--- config.mk ---
export PLATFORM = sky130hd
export DESIGN_NAME = mul_sequencer_flat
export DESIGN_NICKNAME = d
export VERILOG_FILES = /design/src/rtl/mul_pkg.sv /design/src/rtl/mul_sequencer_if.sv /design/src/rtl/mul_fifo1.sv /design/src/rtl/mul_sequencer.sv /design/src/flat_wrapper.sv
export SDC_FILE = /design/constraint.sdc
export NUM_CORES = 1
export LEC_CHECK = 0
export ABC_AREA = 1
export BUFFER_PORTS_ARGS = -buffer_cell sky130_fd_sc_hd__buf_2
export CORE_ASPECT_RATIO = 0.8
export CORE_MARGIN = 4
export CORE_UTILIZATION = 40
export DETAILED_ROUTE_END_ITERATION = 16
export RECOVER_POWER = 25
export REMOVE_ABC_BUFFERS = 1
export SETUP_SLACK_MARGIN = 0.2
export SLEW_MARGIN = 15
export SYNTH_ARGS = -nofsm -noshare
export SYNTH_HDL_FRONTEND = slang
export SYNTH_HIERARCHICAL = 1
export SYNTH_SLANG_ARGS = --single-unit
--- constraint.sdc ---
create_clock -name Clk -period 2.39 [get_ports Clk]
set_clock_uncertainty 0.2 [all_clocks]
set_input_delay 0.478 -clock Clk [delete_from_list [all_inputs] [get_ports Clk]]
set_output_delay 0.478 -clock Clk [all_outputs]
set_load 0.02 [all_outputs]
--- src/rtl/mul_pkg.sv ---
// Shared definitions for the multiply sequencer: FSM state encoding,
// default operand width and the default multiplier latency expression.
package mul_pkg;

    localparam int WIDTH_DEFAULT = 16;

    typedef enum logic [1:0] {
        ST_IDLE,
        ST_LAUNCH,
        ST_WAIT,
        ST_CAPTURE
    } mul_state_t;

    // The external shift-add multiplier needs two cycles per operand bit plus setup/teardown.
    function automatic int mul_latency(input int width);
        return 2 * width + 2;
    endfunction

endpackage

--- src/rtl/mul_sequencer_if.sv ---
// Request/result bus between a consumer (master) and the multiply sequencer (slave).
interface mul_sequencer_if
    import mul_pkg::*;
#(
    parameter int WIDTH = WIDTH_DEFAULT
);
    logic             Start;
    logic             Ready;
    logic [WIDTH-1:0] OpA;
    logic [WIDTH-1:0] OpB;
    logic             Sgn;
    logic             ReadReq;
    logic             Stall;
    logic             Busy;
    logic             Done;
    logic [WIDTH-1:0] Hi;
    logic [WIDTH-1:0] Lo;

    modport master (
        output Start, OpA, OpB, Sgn, ReadReq,
        input  Ready, Stall, Busy, Done, Hi, Lo
    );

    modport slave (
        input  Start, OpA, OpB, Sgn, ReadReq,
        output Ready, Stall, Busy, Done, Hi, Lo
    );
endinterface

--- src/rtl/mul_fifo1.sv ---
// One-entry holding buffer for an operand set accepted while the multiplier is occupied.
module mul_fifo1
    import mul_pkg::*;
#(
    parameter int WIDTH = WIDTH_DEFAULT
) (
    input  logic             Clk,
    input  logic             Reset,
    input  logic             push,
    input  logic             pop,
    input  logic [WIDTH-1:0] din_a,
    input  logic [WIDTH-1:0] din_b,
    input  logic             din_sgn,
    output logic             valid,
    output logic [WIDTH-1:0] dout_a,
    output logic [WIDTH-1:0] dout_b,
    output logic             dout_sgn
);

    // push is only issued while empty, so push and pop never coincide
    always_ff @(posedge Clk) begin
        if (Reset) begin
            valid    <= 1'b0;
            dout_a   <= '0;
            dout_b   <= '0;
            dout_sgn <= 1'b0;
        end else if (push) begin
            valid    <= 1'b1;
            dout_a   <= din_a;
            dout_b   <= din_b;
            dout_sgn <= din_sgn;
        end else if (pop) begin
            valid    <= 1'b0;
        end
    end

endmodule

--- src/rtl/mul_sequencer.sv ---
// Sequences operands into an external fixed-latency multiplier and captures Hi/Lo.
// Signed operation is built only when MUL_SIGNED_EN is defined.
//
// state      | meaning
// -----------+--------------------------------------------------------------
// ST_IDLE    | no operation in flight; launch from pending entry or new Start
// ST_LAUNCH  | MulSy high for this single cycle, latency counter loaded
// ST_WAIT    | counting down multiplier latency
// ST_CAPTURE | product written to Hi/Lo, Done pulsed, chain to pending entry
module mul_sequencer
    import mul_pkg::*;
#(
    parameter int WIDTH       = WIDTH_DEFAULT,
    parameter int MUL_LATENCY = mul_latency(WIDTH)
) (
    input  logic                 Clk,
    input  logic                 Reset,
    mul_sequencer_if.slave       bus,
    output logic [WIDTH-1:0]     MulA,
    output logic [WIDTH-1:0]     MulB,
    output logic                 MulSy,
    input  logic [2*WIDTH-1:0]   MulProduct
);

    localparam int            CW     = $clog2(MUL_LATENCY) + 1;
    localparam logic [CW-1:0] LAT_M1 = CW'(MUL_LATENCY - 1);

    mul_state_t       state;
    logic [CW-1:0]    cnt;
    logic             neg;
    logic             busy;
    logic             accept;
    logic             push;
    logic             pop;
    logic             pend_valid;
    logic [WIDTH-1:0] pend_a;
    logic [WIDTH-1:0] pend_b;
    logic             pend_sgn;
    logic [WIDTH-1:0] src_a;
    logic [WIDTH-1:0] src_b;
    logic             src_sgn;
    logic [WIDTH-1:0] mag_a;
    logic [WIDTH-1:0] mag_b;
    logic             src_neg;

    assign busy        = (state != ST_IDLE);
    assign bus.Ready   = !pend_valid;
    assign bus.Busy    = busy;
    assign bus.Stall   = bus.ReadReq && (busy || pend_valid);

    assign accept = bus.Start && !pend_valid;
    assign push   = accept && busy;
    assign pop    = pend_valid && ((state == ST_IDLE) || (state == ST_CAPTURE));

    // The pending entry always launches before any new request.
    assign src_a   = pend_valid ? pend_a   : bus.OpA;
    assign src_b   = pend_valid ? pend_b   : bus.OpB;
    assign src_sgn = pend_valid ? pend_sgn : bus.Sgn;

`ifdef MUL_SIGNED_EN
    // Negating the most-negative value wraps back to itself, which is its correct unsigned magnitude.
    always_comb begin
        mag_a   = src_a;
        mag_b   = src_b;
        src_neg = 1'b0;
        if (src_sgn) begin
            mag_a   = src_a[WIDTH-1] ? -src_a : src_a;
            mag_b   = src_b[WIDTH-1] ? -src_b : src_b;
            src_neg = src_a[WIDTH-1] ^ src_b[WIDTH-1];
        end
    end
`else
    logic unused_sgn;
    assign unused_sgn = src_sgn;
    assign mag_a      = src_a;
    assign mag_b      = src_b;
    assign src_neg    = 1'b0;
`endif

    mul_fifo1 #(.WIDTH(WIDTH)) u_pending (
        .Clk      (Clk),
        .Reset    (Reset),
        .push     (push),
        .pop      (pop),
        .din_a    (bus.OpA),
        .din_b    (bus.OpB),
        .din_sgn  (bus.Sgn),
        .valid    (pend_valid),
        .dout_a   (pend_a),
        .dout_b   (pend_b),
        .dout_sgn (pend_sgn)
    );

    always_ff @(posedge Clk) begin
        if (Reset) begin
            state    <= ST_IDLE;
            cnt      <= '0;
            neg      <= 1'b0;
            MulA     <= '0;
            MulB     <= '0;
            MulSy    <= 1'b0;
            bus.Hi   <= '0;
            bus.Lo   <= '0;
            bus.Done <= 1'b0;
        end else begin
            MulSy    <= 1'b0;
            bus.Done <= 1'b0;
            case (state)
                ST_IDLE: begin
                    if (pend_valid || accept) begin
                        state <= ST_LAUNCH;
                        MulSy <= 1'b1;
                        MulA  <= mag_a;
                        MulB  <= mag_b;
                        neg   <= src_neg;
                    end
                end
                ST_LAUNCH: begin
                    cnt   <= LAT_M1;
                    state <= ST_WAIT;
                end
                ST_WAIT: begin
                    if (cnt == '0) begin
                        state <= ST_CAPTURE;
                    end else begin
                        cnt <= cnt - 1'b1;
                    end
                end
                ST_CAPTURE: begin
                    {bus.Hi, bus.Lo} <= neg ? -MulProduct : MulProduct;
                    bus.Done         <= 1'b1;
                    if (pend_valid) begin
                        state <= ST_LAUNCH;
                        MulSy <= 1'b1;
                        MulA  <= mag_a;
                        MulB  <= mag_b;
                        neg   <= src_neg;
                    end else begin
                        state <= ST_IDLE;
                    end
                end
                default: state <= ST_IDLE;
            endcase
        end
    end

endmodule
--- src/flat_wrapper.sv ---
// flat-port wrapper written by rule: the top's interface ports become plain ports
module mul_sequencer_flat import mul_pkg::*;
#(
    parameter int WIDTH       = WIDTH_DEFAULT,
    parameter int MUL_LATENCY = mul_latency(WIDTH)
)
  (Clk, Reset, MulA, MulB, MulSy, MulProduct, bus_Start, bus_OpA, bus_OpB, bus_Sgn, bus_ReadReq, bus_Ready, bus_Stall, bus_Busy, bus_Done, bus_Hi, bus_Lo);
  mul_sequencer_if #(.WIDTH(WIDTH)) bus_i ();
  input  logic Clk;
  input  logic Reset;
  output logic [WIDTH-1:0] MulA;
  output logic [WIDTH-1:0] MulB;
  output logic MulSy;
  input  logic [2*WIDTH-1:0] MulProduct;
  input wire logic [$bits(bus_i.Start)-1:0] bus_Start;
  input wire logic [$bits(bus_i.OpA)-1:0] bus_OpA;
  input wire logic [$bits(bus_i.OpB)-1:0] bus_OpB;
  input wire logic [$bits(bus_i.Sgn)-1:0] bus_Sgn;
  input wire logic [$bits(bus_i.ReadReq)-1:0] bus_ReadReq;
  output wire logic [$bits(bus_i.Ready)-1:0] bus_Ready;
  output wire logic [$bits(bus_i.Stall)-1:0] bus_Stall;
  output wire logic [$bits(bus_i.Busy)-1:0] bus_Busy;
  output wire logic [$bits(bus_i.Done)-1:0] bus_Done;
  output wire logic [$bits(bus_i.Hi)-1:0] bus_Hi;
  output wire logic [$bits(bus_i.Lo)-1:0] bus_Lo;
  assign bus_i.Start = bus_Start;
  assign bus_i.OpA = bus_OpA;
  assign bus_i.OpB = bus_OpB;
  assign bus_i.Sgn = bus_Sgn;
  assign bus_i.ReadReq = bus_ReadReq;
  assign bus_Ready = bus_i.Ready;
  assign bus_Stall = bus_i.Stall;
  assign bus_Busy = bus_i.Busy;
  assign bus_Done = bus_i.Done;
  assign bus_Hi = bus_i.Hi;
  assign bus_Lo = bus_i.Lo;
  mul_sequencer #(.WIDTH(WIDTH), .MUL_LATENCY(MUL_LATENCY)) u_core (.Clk(Clk), .Reset(Reset), .bus(bus_i), .MulA(MulA), .MulB(MulB), .MulSy(MulSy), .MulProduct(MulProduct));
endmodule
==> results of run 1 <==
-- metrics by stage --
| stage | cells | TNS, ns |
|---|---|---|
| floorplan | 578 | -17.69 |
| global route | 884 | 0 |
| global placement | 868 | 0 |
| CTS | 884 | 0 |
| finish | 884 | 0 |
| detailed placement | 868 | 0 |
-- worst paths after layout --
kind | start | to | slack [ns] | depth (start not counted)
setup / recovery | u_core/state[1] | bus_Stall | 0.31 | 4
hold / removal | MulProduct[28] | u_core/bus.Hi[12] | 0.16 | 3
setup reg to reg | u_core/state[0] | u_core/MulB[3] | 0.40 | 8
hold reg to reg | u_core/MulA[12] | u_core/MulA[12] | 0.28 | 2
-- area by class of cell --
class	instances	area (µm²)
timing repair buffer	146	716
multi-input combinational	454	1960
fill	1088	5430
tap	144	180
inverter	16	65.1
clock inverter	7	98.8
clock buffer	9	225
sequential	108	2160
-- report_power, final --
| part | internal (mW) | switching, mW | total (mW) |
|---|---|---|---|
| clock | 0.924 | 0.670 | 1.59 |
| combinational | 0.824 | 1.91 | 2.74 |
| sequential | 2.34 | 0.284 | 2.63 |
-- worst max-delay path, stage by stage (launching register included) --
cell	delay (ns)
dfxtp_1	0.40
inv_1	0.10
ha_2	0.22
a21boi_0	0.16
buf_2	0.19
-- routing by layer --
metal,part of all wire (%),routed length [µm],track usage [%]
met4,1.4,160,5.67
met5,0.10,12,0
met2,46,5300,31.2
met1,44,5090,21.7
met3,8.7,1000,5.38
-- registers in the layout, summed over array words and instances (netlist names) --
name / flops
u_core/state: 2
u_core/MulSy: 1
u_core/MulB: 16
u_core/cnt: 7
u_core/bus.Hi: 16
u_core/bus.Lo: 16
u_core/u_pending/dout_a: 16
u_core/u_pending/valid: 1
u_core/MulA: 16
u_core/u_pending/dout_b: 16
u_core/bus.Done: 1
-- timing repair --
item,in CTS,in global routing
endpoints found under the setup margin,1,33
hold buffers,0,0
setup buffers,0,0
hold endpoints to repair,0,0
gates resized for setup,1,3
==> impl_metrics.ini, run 1 <==
[grt]
antenna_found_initial = 1
grt_overflow = 0
grt_max_degree = 40
grt_pass1_wl_um = 18900
grt_pass1_vias = 4004
grtUsageTotal_pct = 18.0

[layout]
stdcell_area_um2 = 5410
syn_to_final_growth_pct = 22.6
final_common_cell = nor2_1
final_core_util_pct = 49.9
n_antenna_cell = 0
nNetsFinal = 810
final_cell_mix = nor2_1, nand2_1, dfxtp_1
drive_gt1_share_pct = 18.4

[setup_path]
critPathArrivalTime_ns = 1.40
crit_path_max_fanout = 5
cp-start-kind = flip-flop
critPathKind = reg2out
end_kind = output port
crit_required_ns = 1.71

[detailed_routing]
post_drt_wl_per_cell_um = 13.1
route.antenna.remaining_nets = 0
drt_iter0_drc = 196
wl_um = 11600
vias_per_cell = 4.88
drc = 0
drtPass1Iterations = 5
via_count = 4316

[floorplanning]
num_io_pins = 138
die_x_um = 125
row_count = 34
core_area_um2 = 10800
dieArea_um2 = 12800
fp.dieH_um = 102
start_util_pct = 40.7

[place]
post_dp_cell_area_um2 = 5130
pre_cts_slack_ns = 0.249
dp_hpwl_um = 7890
gp_congestion = 0.837
portBuffers = 136

[timing]
setup_violations = 0
finalMaxSlewViolations = 0
hold_slack_ns = 0.155
period_share_pct = 86.9
rsz0062_at_grt = false
fin_ws_ns = 0.312
max_freq_mhz = 481
timing.slew.headroom_pct = 59.9
finalCriticalPeriod_ns = 2.08
worst_pin_slew_ns = 0.601
finalHoldViolCount = 0

[logic_synthesis]
yosysWarnings = 6
syn_area_per_cell_um2 = 7.19
synthCells = 614
netlist_area_um2 = 4420

[cts]
clk_pin_slew_ns = 0.07
cts_buffer_depth = 2
clock-sinks = 108
cts_tree = done
h-tree-depth = 3
cts_root_buf = clkbuf_16
cts_made_buffers = 9
worstSkewPairLatency_ns = 0.34

[flow_run]
maxCapViolCount = 0

[power]
vdd_drop_max_uv = 534
power_leakage_nw = 2.62
pwr_density_cell_nw_per_um2 = 1280
p_total_mw = 6.96

[status]
status = finished, final reports clean

[min_path]
hold_class = in2reg
Note: power is estimated with default switching activity, not from simulation.
==> inputs of run 2 (changes only) <==
==> constraint.sdc (replaced) <==
create_clock -name Clk -period 2.39 [get_ports Clk]
set_clock_uncertainty 0.2 [all_clocks]
set_input_delay 0.1195 -clock Clk [delete_from_list [all_inputs] [get_ports Clk]]
set_output_delay 0.1195 -clock Clk [all_outputs]
set_load 0.02 [all_outputs]
==> run 2 against run 1 <==
Sequential cell count is the same. Clock-buffer cell count grew 1. Combinational power increased by 6%. Largest cell class unchanged. Cell count up 7.5%. Register-to-register slack about the same.
==> impl_metrics.ini, run 2 (same netlist as run 1, synthesis figures left out) <==
[status]
status = finished, final reports clean

[timing]
worst_pin_slew_ns = 0.873
hold_slack_ns = 0.284
finalMaxSlewViolations = 0
setup_violations = 0
max_freq_mhz = 499
timing.slew.headroom_pct = 41.8
finalHoldViolCount = 0
rsz0062_at_grt = false
finalCriticalPeriod_ns = 2.00
period_share_pct = 83.9

[place]
gp_congestion = 0.864
post_dp_cell_area_um2 = 5110
dp.cells = 867
dp_hpwl_um = 7640
portBuffers = 136

[detailed_routing]
drtPass1Iterations = 5
wl_um = 12600
vias_per_cell = 4.75
drt_iter0_drc = 218
post_drt_wl_per_cell_um = 13.3
drc = 0
via_count = 4517
route.antenna.remaining_nets = 0

[layout]
syn_to_final_growth_pct = 36.1
stdcell_count = 950
nNetsFinal = 876
n_antenna_cell = 0
drive_gt1_share_pct = 16.0
final_common_cell = nor2_1
fillers = 1047
stdcell_area_um2 = 6010
final_core_util_pct = 55.4
final_cell_mix = nor2_1, nand2_1, dfxtp_1

[setup_path]
max_stage_delay_ns = 0.34
critical_path.startpoint = u_core/state[0]
critPathBufInv = 3
path_cells = inv_1 -> ha_2 -> inv_1 -> o21ai_4 -> nand2_4 -> buf_4 -> o21ai_0 -> nor2_1
slowest_stage = dfxtp_1
crit_required_ns = 2.43
crit_path_max_fanout = 12
r2r_start = u_core/state[0]
end_kind = flip-flop
critPathArrivalTime_ns = 2.04
path_common_cell = inv_1
cp-start-kind = flip-flop
path_delay_family = buffers and inverters
critPathKind = reg2reg

[floorplanning]
core_area_um2 = 10800
row_count = 34
dieArea_um2 = 12800
num_io_pins = 138
start_util_pct = 40.7
fp.dieH_um = 102
die_x_um = 125

[cts]
cts_root_buf = clkbuf_16
worstSkewPairLatency_ns = 0.35
clk_pin_slew_ns = 0.07
cts_made_buffers = 9
postCtsSetupRepairBufs = 0
clock-sinks = 108
h-tree-depth = 3
cts_tree = done
cts_buffer_depth = 2

[grt]
use_met3_pct = 4.49
grt_overflow = 0
antenna_found_initial = 0
use_met1_pct = 24.6
top_usage_layer = met2
grt_pass1_vias = 4257
grt_max_degree = 45
grt_use_met2_pct = 33.3
grt_pass1_wl_um = 20400
grtUsageTotal_pct = 19.3

[power]
pwr_density_cell_nw_per_um2 = 1150
power_leakage_nw = 2.85
vdd_drop_max_uv = 566

[min_path]
hp-start = u_core/bus.Hi[12]
hold_class = reg2reg

[flow_run]
maxCapViolCount = 0
run 2: cell count changes in the layout (fill, tap and decap cells not counted), sizes merged:
cell / delta
buf: -4
bufinv: -2
clkbuf: +4
clkinvlp: +2
dlygate4sd3: +66
inv: -1
nand2: +1
run 2: report_power, final:
group	leakage [nW]	switching [mW]	internal [mW]	total, mW
Sequential	0.886	0.281	2.34	2.62
Combinational	1.84	2.00	0.914	2.91
Clock	0.124	0.670	0.706	1.38
Total	2.85	2.95	3.96	6.91
run 2: path summary, 6_finish.rpt:
path              slack (ns)  cells after the start           endpoint
setup / recovery        0.39                      8     u_core/MulA[0]
hold / removal          0.28                      2  u_core/bus.Hi[12]
setup reg to reg        0.39                      8     u_core/MulA[0]
hold reg to reg         0.28                      2  u_core/bus.Hi[12]
run 2: tightest hold or removal path, stage by stage, from the launching register on:
cell	delay [ns]
dfxtp_1	0.33
o21ai_1	0.06
nor2_1	0.07
run 2: routing by layer:
layer | routed length [µm] | part of all wire [%]
met1 | 5690 | 45
met2 | 5850 | 46
met3 | 962 | 7.6
met4 | 128 | 1.0
met5 | 0 | 0
run 2: area by class of cell:
| cell class | instances | area (µm²) | share of cell area, % |
|---|---|---|---|
| Clock inverter | 6 | 41.3 | 0.687 |
| Timing Repair Buffer | 211 | 1350 | 22.5 |
| Sequential cell | 108 | 2160 | 36.0 |
| Tap cell | 144 | 180 | 3.00 |
| Multi-Input combinational cell | 455 | 1980 | 32.9 |
| Clock buffer | 10 | 229 | 3.81 |
| Inverter | 16 | 65.1 | 1.08 |
run 2: timing repair:
action	in CTS	in global routing
gates resized for setup	0	3
endpoints found under the setup margin	0	32
hold buffers	66	0
endpoints found under the hold margin	103	0
run 2: per-stage QoR:
step | setup TNS, ns | setup slack (ns) | power (mW)
2_1_floorplan | -17.48 | -0.531 | 4.49
3_3_place_gp | 0 | 0.338 | 5.39
3_5_place_dp | 0 | 0.303 | 5.47
4_1_cts | 0 | 0.275 | 6.95
5_1_grt | 0 | 0.199 | 7.46
6_report | 0 | 0.386 | 6.91
